`src/rtl/hazard_unit_pkg.sv`:
```
// Shared definitions for the hazard unit: forward-select codes and the
// multiply/divide busy FSM state encoding.
package hazard_unit_pkg;

    localparam logic [1:0] FWD_RF  = 2'd0;
    localparam logic [1:0] FWD_WB  = 2'd1;
    localparam logic [1:0] FWD_MEM = 2'd2;

    typedef enum logic {
        MD_IDLE = 1'b0,
        MD_BUSY = 1'b1
    } md_state_e;

    localparam int MD_CNT_W = 6;

endpackage

```
`src/rtl/hazard_unit_md_busy_ctr.sv`:
```
// Multiply/divide occupancy tracker: an IDLE/BUSY FSM with a down-counter
// that keeps md_busy_o high for MD_CYCLES cycles after each start pulse.
module md_busy_ctr
    import hazard_unit_pkg::*;
#(
    parameter int MD_CYCLES = 32
) (
    input  logic clk,
    input  logic rst,
    input  logic md_start_i,
    output logic md_busy_o
);

    localparam logic [MD_CNT_W-1:0] MD_LOAD = MD_CNT_W'(MD_CYCLES - 1);

    md_state_e             state_q, state_d;
    logic [MD_CNT_W-1:0]   cnt_q, cnt_d;

    // NOTE: state registers use non-blocking assignments so every flop samples
    // the pre-edge value of its neighbours, independent of statement order.
    always_ff @(posedge clk) begin
        if (rst) begin
            state_q <= MD_IDLE;
            cnt_q   <= '0;
        end else begin
            state_q <= state_d;
            cnt_q   <= cnt_d;
        end
    end

    // NOTE: defaults first so every path assigns every output and no latch is inferred.
    always_comb begin
        state_d = state_q;
        cnt_d   = cnt_q;
        unique case (state_q)
            MD_IDLE: begin
                if (md_start_i) begin
                    state_d = MD_BUSY;
                    cnt_d   = MD_LOAD;
                end
            end
            MD_BUSY: begin
                // A new start always restarts the full busy period, even on the last cycle.
                if (md_start_i) begin
                    cnt_d = MD_LOAD;
                end else if (cnt_q == '0) begin
                    state_d = MD_IDLE;
                end else begin
                    cnt_d = cnt_q - 1'b1;
                end
            end
            default: begin
                state_d = MD_IDLE;
                cnt_d   = '0;
            end
        endcase
    end

    assign md_busy_o = (state_q == MD_BUSY);

endmodule

```
`src/rtl/hazard_unit.sv`:
```
// Pipeline hazard unit: E-stage forwarding, load-use / branch / mult-div stalls.
// Optional D-stage branch forwarding and branch stalls via `EARLY_BRANCH_EN.
module hazard_unit
    import hazard_unit_pkg::*;
#(
    parameter int MD_CYCLES = 32
) (
    input  logic       clk,
    input  logic       rst,
    input  logic [4:0] RsD,
    input  logic [4:0] RtD,
    input  logic [4:0] RsE,
    input  logic [4:0] RtE,
    input  logic [4:0] WriteRegE,
    input  logic [4:0] WriteRegM,
    input  logic [4:0] WriteRegW,
    input  logic       RegWriteE,
    input  logic       RegWriteM,
    input  logic       RegWriteW,
    input  logic       MemtoRegE,
    input  logic       MemtoRegM,
    input  logic       BranchD,
    input  logic       MdStartE,
    input  logic       MdUseD,
    output logic [1:0] ForwardAE,
    output logic [1:0] ForwardBE,
    output logic       ForwardAD,
    output logic       ForwardBD,
    output logic       StallF,
    output logic       StallD,
    output logic       FlushE,
    output logic       MdBusy
);

    logic lwstall;
    logic branchstall;
    logic mdstall;
    logic stall;

    function automatic logic [1:0] fwd_sel(input logic [4:0] src);
        if (src != 5'd0 && src == WriteRegM && RegWriteM) return FWD_MEM;
        if (src != 5'd0 && src == WriteRegW && RegWriteW) return FWD_WB;
        return FWD_RF;
    endfunction

    assign ForwardAE = fwd_sel(RsE);
    assign ForwardBE = fwd_sel(RtE);

    assign lwstall = MemtoRegE && (RtE == RsD || RtE == RtD);

`ifdef EARLY_BRANCH_EN
    assign ForwardAD = (RsD != 5'd0) && (RsD == WriteRegM) && RegWriteM;
    assign ForwardBD = (RtD != 5'd0) && (RtD == WriteRegM) && RegWriteM;

    // A branch compares in D, so an ALU result still in E or a load still in M is too late.
    assign branchstall = BranchD &&
        ((RegWriteE && (WriteRegE == RsD || WriteRegE == RtD)) ||
         (MemtoRegM && (WriteRegM == RsD || WriteRegM == RtD)));
`else
    logic unused_branch_inputs;

    assign ForwardAD   = 1'b0;
    assign ForwardBD   = 1'b0;
    assign branchstall = 1'b0;
    assign unused_branch_inputs = &{BranchD, RegWriteE, WriteRegE, MemtoRegM};
`endif

    md_busy_ctr #(
        .MD_CYCLES (MD_CYCLES)
    ) u_md_busy_ctr (
        .clk        (clk),
        .rst        (rst),
        .md_start_i (MdStartE),
        .md_busy_o  (MdBusy)
    );

    assign mdstall = MdUseD && MdBusy;
    assign stall   = lwstall || branchstall || mdstall;

    assign StallF = stall;
    assign StallD = stall;
    assign FlushE = stall;

endmodule
```
`config.mk`:
```
export PLATFORM = sky130hd
export DESIGN_NAME = hazard_unit
export DESIGN_NICKNAME = d
export VERILOG_FILES = /design/src/rtl/hazard_unit_pkg.sv /design/src/rtl/hazard_unit_md_busy_ctr.sv /design/src/rtl/hazard_unit.sv
export SDC_FILE = /design/constraint.sdc
export NUM_CORES = 1
export LEC_CHECK = 0
export ABC_AREA = 1
export BUFFER_PORTS_ARGS = -buffer_cell sky130_fd_sc_hd__buf_2
export CAP_MARGIN = 20
export CORE_UTILIZATION = 40
export CTS_CLUSTER_DIAMETER = 80
export DETAILED_ROUTE_END_ITERATION = 8
export PLACE_DENSITY_LB_ADDON = 0.08
export SLEW_MARGIN = 20
export SYNTH_ARGS = -nofsm -noshare
export SYNTH_HDL_FRONTEND = slang
export SYNTH_SLANG_ARGS = --single-unit
```
`constraint.sdc`:
```
create_clock -name clk -period 1.1 [get_ports clk]
set_input_delay 0.055 -clock clk [delete_from_list [all_inputs] [get_ports clk]]
set_output_delay 0.055 -clock clk [all_outputs]
set_load 0.02 [all_outputs]
```
==> flow_summary.ini, run 1 <==
[critical_path]
worstPathArrival_ns = 1.27
max_stage_delay_ns = 0.32
cp_data_required_time_ns = 1.25
endpoint_kind = flop
crit_family = flip-flops
worst-setup-path-type = reg2reg
crit_fanout = 6
path_cells = inv_2 -> ha_4 -> nand3_4 -> nand2_4 -> nand2_4 -> o21ai_2 -> nor2_1
worstSetupStartpointType = flop
crit_top_cell = nand2_4
crit_buf_inv = 1
cpMaxStageDelayCell = dfxtp_2

[synth]
synthAdderAreaFrac = 0.0258
ys_warn_count = 0
synth_flop_cell = dfxtp_1
synth_cells = 173
yosysSeqAreaShare = 0.144
synth_area_leader_cell = nand2_1
async_flop_share = 0
synth_area_leaders = nand2_1 19%, dfxtp_1 14%, inv_1 9.7%, nor2_1 9.3%, xnor2_1 8.1%
synth_edf_count = 0
ys_seq_elements = 7
synth_common_cells = 48 x nand2_1, 25 x inv_1, 24 x nor2_1
yosys.area_share.simple = 0.473
avgSynthCellArea_sq_um = 5.61
yosysTopAreaCellShare = 0.186
synth-compound-area-share = 0.0812
synth_xor_xnor_area_share = 0.108
syn-cell-area_sq_um = 971
yosysMostFrequentCell = nand2_1
yosys.cell_types.count = 27
synth_top_family_by_area = simple AND/OR/NAND/NOR gates
muxShareOfSynthArea = 0

[die]
dieArea_sq_mm = 0.00263
row_count = 17
core_area_sq_mm = 0.00225
initial_utilization = 0.431
num_io_pins = 55
fp.dieW_um = 51.3
dieHeight_um = 51.3

[power]
power_density_mw_per_mm2 = 780
peakVddDrop_mv = 0.796
p_leak_nw = 0.734

[clocking]
clock_latency_ns = 0.26
cts_buffers = 3
postCtsHoldBufs = 0
tritoncts = done
cts_sinks = 7
cts.path.max_buffers = 2
cts.reportedPaths.clkPinSlew_ns = 0.05
h-tree-depth = 1
clockRootBuffer = clkbuf_4

[grt]
grt_usage = 0.207
grt_pass1_wl_um = 4120
grt_pass1_vias = 1029
antenna_found_initial = 0
grt_start_max_net_pins = 10
grt_overflow = 0

[outcome]
failed_checks = setup timing
status = finished with violations

[run]
maxCapViolCount = 0

[routing]
antenna_left = 0
viasPerCell = 4.77
first_pass_iters = 4
drtIter0Drc = 20
drt-total-wl_um = 2500
drcViolationCount = 0
wl_per_cell_um = 10.0
dr_total_vias = 1188

[finish]
diodes = 0
fin_util = 0.598
nNetsFinal = 269
drive_gt1_frac = 0.376
area_growth_pct = 38.8
design_area_sq_mm = 0.00135

[sta]
hold_viol = 0
fin_crit_ns = 1.11
slew_violations = 0
setup_ws_ns = -0.0138
max_freq_ghz = 0.898
setup_viol = 2
fin_crit_sh = 1.01
clock_skew_ns = 0.00150
rsz0062_at_grt = true

[placed_design]
dp_hpwl_um = 2050
gp_congestion = 0.807
placed_area_sq_mm = 0.00122
numPortBuffers = 44

[hold_path]
worstHoldPathType = in2reg
## state kept, by name (all words and copies together) (netlist names)
register,count
u_md_busy_ctr.cnt_q,6
u_md_busy_ctr.md_busy_o,1
## stage by stage
| stage | power [mW] | hold WS, ns | setup slack (ns) | cells | setup TNS (ns) |
|---|---|---|---|---|---|
| 2_1_floorplan | 0.588 | 0.124 | 0.0000311 | 174 | 0 |
| 3_3_place_gp | 0.730 | 0.300 | -0.0289 | 244 | -0.0784 |
| 3_5_place_dp | 0.743 | 0.305 | -0.0652 | 244 | -0.218 |
| 4_1_cts | 1.03 | 0.0231 | -0.0270 | 249 | -0.0588 |
| 5_1_grt | 1.14 | 0.0228 | -0.0950 | 249 | -0.418 |
| 6_report | 1.05 | 0.0319 | -0.0138 | 249 | -0.0262 |
## report_power, final
part | total (mW) | internal (mW) | switching (mW) | leakage (nW)
Combinational | 0.514 | 0.226 | 0.288 | 0.660
Sequential | 0.294 | 0.276 | 0.0179 | 0.0592
Clock | 0.243 | 0.139 | 0.104 | 0.0150
## path summary, 6_finish.rpt
path,start,endpoint,slack [ns],cells past startpoint
worst max-delay path,u_md_busy_ctr.cnt_q[1],u_md_busy_ctr.cnt_q[1],-0.01,7
worst min-delay path,rst,u_md_busy_ctr.md_busy_o,0.03,2
worst max register to register,u_md_busy_ctr.cnt_q[1],u_md_busy_ctr.cnt_q[1],-0.01,7
worst min register to register,u_md_busy_ctr.cnt_q[5],u_md_busy_ctr.cnt_q[5],0.54,2
## cells by family (layout without fill, tap and decap cells)
| logic type | count (synthesis) | after routing |
|---|---|---|
| simple gates | 101 | 101 |
| buf+inv | 37 | 84 |
| compound gates | 13 | 13 |
| xor+xnor | 12 | 12 |
| flops | 7 | 7 |
| fa+ha+maj | 2 | 2 |
| other cells | 1 | 2 |
## per-layer routing
| metal | track usage | wire length, um | vias to the layer above |
|---|---|---|---|
| met5 | 0 | 0 | - |
| met3 | 0.0595 | 171 | 3 |
| met1 | 0.252 | 1140 | 519 |
| met2 | 0.360 | 1180 | 41 |
| li1 | - | - | 625 |
| met4 | 0.0405 | 8 | 0 |
## final cells by class
| class | count | area (sq um) |
|---|---|---|
| clock buffers | 4 | 26.3 |
| fillers | 241 | 907 |
| inverters | 31 | 119 |
| multi-input cells | 130 | 742 |
| flip-flops and latches | 7 | 146 |
| well taps | 28 | 35.0 |
| repair buffers | 49 | 279 |
## worst register-to-register path, cell delays in order (launching register included)
cell and delay, ns:
dfxtp_2 0.32, inv_2 0.09, ha_4 0.15, nand3_4 0.09
nand2_4 0.12, nand2_4 0.06, o21ai_2 0.14, nor2_1 0.05
## cells in the final DEF, fill, tap and decap left out, types with 3 or more instances in the layout
cell      synthesis  final
a21oi_1           3      3
buf_2             1     40
buf_4             5      5
buf_6             0      3
clkbuf_4          0      4
dfxtp_1           7      4
inv_1            25     22
inv_2             5      7
nand2_1          48     46
nand3_1          11     10
nand4_1           7      7
nor2_1           24     20
nor2_2            3      6
o211ai_1          3      3
xnor2_1           9      9
xor2_1            3      3
## repair_timing
action,4_1_cts,5_1_grt
hold endpoints to repair,0,0
setup buffers,1,0
pin swaps,4,9
endpoints found under the setup margin,9,11
resized for setup,13,15
(Power assumes the default switching activity.)
==> run 2, diff against run 1 <==
--- a/config.mk
+++ b/config.mk
@@ -11,6 +11,7 @@
 export CORE_UTILIZATION = 40
 export CTS_CLUSTER_DIAMETER = 80
 export DETAILED_ROUTE_END_ITERATION = 8
+export MAX_ROUTING_LAYER = met4
 export PLACE_DENSITY_LB_ADDON = 0.08
 export SLEW_MARGIN = 20
 export SYNTH_ARGS = -nofsm -noshare
==> constraint.sdc (replaced) <==
create_clock -name clk -period 1.1 [get_ports clk]
set_input_delay 0.055 -clock clk [delete_from_list [all_inputs] [get_ports clk]]
set_output_delay 0.055 -clock clk [all_outputs]
set_load 0.1 [all_outputs]
==> flow_summary.ini, run 2 (synthesis results as in run 1) <==
[outcome]
status = finished with violations
failed_checks = setup timing

[placed_design]
place_ws_ns = -0.106
numPortBuffers = 44
dp_hpwl_um = 2280
gp_congestion = 0.880
dp_cells = 244

[sta]
max_freq_ghz = 0.873
hold_viol = 0
worst_hold_slack_ns = 0.0347
rsz0062_at_grt = true
slew_violations = 0
setup-tns-final_ns = -0.0714
setup_viol = 3
clock_skew_ns = 0.00307
fin_crit_sh = 1.04
fin_crit_ns = 1.15
setup_ws_ns = -0.0452

[grt]
busiest_layer = met2
grt_usage = 0.262
use_met1 = 0.286
grtUsageMet3 = 0.0565
grt_start_max_net_pins = 10
met2_usage = 0.456
grt_pass1_wl_um = 5010
grt_overflow = 0
antenna_found_initial = 0
grt_pass1_vias = 1257

[critical_path]
crit_family = simple AND/OR/NAND/NOR gates
path_cells = inv_4 -> ha_4 -> nand3_4 -> nand2_4 -> nand2_4 -> o21ai_4 -> nor2_1
max_stage_delay_ns = 0.33
cp_data_required_time_ns = 1.26
crit_buf_inv = 1
crit_fanout = 6
r2r_slack_ns = -0.05
rr_startpoint = u_md_busy_ctr.cnt_q[0]
crit_top_cell = nand2_4
timing.rr.end = u_md_busy_ctr.cnt_q[1]
worst-setup-path-type = reg2reg
worstSetupStartpointType = flop
worstPathArrival_ns = 1.30
endpoint_kind = flop
crit_cells = 7
cpMaxStageDelayCell = dfxtp_2
reg2reg_depth = 7

[run]
maxCapViolCount = 0

[power]
peakVddDrop_mv = 0.761
power_density_mw_per_mm2 = 802
p_leak_nw = 0.840

[finish]
register_area_sq_um = 146
final_cell_mix = 43 x nand2_1, 29 x buf_2, 21 x inv_1
final_common_cell = nand2_1
multi_input_area_sq_um = 870
largest_register = u_md_busy_ctr.cnt_q
area_growth_pct = 71.1
drive_gt1_frac = 0.449
diodes = 0
largest_register_ffs = 6
instances_no_fill = 253
nNetsFinal = 273
nFillCells = 188

[hold_path]
min_to = u_md_busy_ctr.md_busy_o
whs_path_depth = 2
worstHoldStart = rst
worstHoldPathType = in2reg

[routing]
drtIter0Drc = 13
wl_per_cell_um = 12.0
first_pass_iters = 4
drt-total-wl_um = 3050
dr_total_vias = 1275
antenna_left = 0
viasPerCell = 5.04
drcViolationCount = 0

[die]
fp.dieW_um = 51.3
core_area_sq_mm = 0.00225
num_io_pins = 55
dieArea_sq_mm = 0.00263
initial_utilization = 0.431
dieHeight_um = 51.3
row_count = 17

[clocking]
clock_latency_ns = 0.27
postCtsHoldBufs = 0
cts.reportedPaths.clkPinSlew_ns = 0.05
cts_buffers = 3
cts.path.max_buffers = 2
h-tree-depth = 1
tritoncts = done
clockRootBuffer = clkbuf_4
cts_sinks = 7
-- run 2: area by class of cell --
| type | instances | share of cell area |
|---|---|---|
| clock buffer | 4 | 0.0158 |
| tap | 28 | 0.0211 |
| timing repair buffer | 53 | 0.270 |
| sequential | 7 | 0.0881 |
| inverter | 31 | 0.0821 |
| multi-input combinational | 130 | 0.523 |
-- run 2: worst register-to-register path: cells and delay by family, from the launching register on --
kind | cells | cell delay [ns]
adders and majority gates | 1 | 0.14
buffers and inverters | 1 | 0.08
and+or+nand+nor | 4 | 0.35
DFF | 1 | 0.33
AOI/OAI and AO/OA | 1 | 0.13
-- run 2: routing by layer --
layer	part of all wire	wire [um]
met4	0.028	85
met2	0.51	1540
met3	0.071	216
met5	0	0
met1	0.40	1200
-- run 2: worst max-delay path by stage --
stage / slack [ns] / start / endpoint
after floorplan: -0.42 / WriteRegM[2] / ForwardAE[0]
after global placement: -0.05 / RtE[2] / ForwardBE[0]
after detailed placement: -0.11 / u_md_busy_ctr.cnt_q[0] / u_md_busy_ctr.cnt_q[5]
after CTS: -0.004 / u_md_busy_ctr.cnt_q[1] / u_md_busy_ctr.cnt_q[4]
after global routing: -0.12 / u_md_busy_ctr.cnt_q[0] / u_md_busy_ctr.cnt_q[4]
final: -0.05 / u_md_busy_ctr.cnt_q[0] / u_md_busy_ctr.cnt_q[1]
-- run 2: power breakdown --
group	switching [mW]	leakage (nW)	internal (mW)
logic	0.462	0.766	0.320
registers	0.0230	0.0592	0.276
clock network	0.112	0.0150	0.140
total	0.597	0.840	0.735
-- run 2: timing repair --
action	4_1_cts	5_1_grt
gates cloned	0	0
setup endpoints to repair	11	13
pin swaps	10	19
hold endpoints to repair	0	0
resized for setup	19	24
buffers inserted	4	1
-- run 2: metrics by stage --
step	utilization	power (mW)	area (sq um)
detailed placement	0.638	0.961	1440
floorplan	-	0.762	1110
global route	0.737	1.41	1660
finish	0.737	1.33	1660
CTS	0.696	1.27	1570
global placement	0.638	0.941	1440
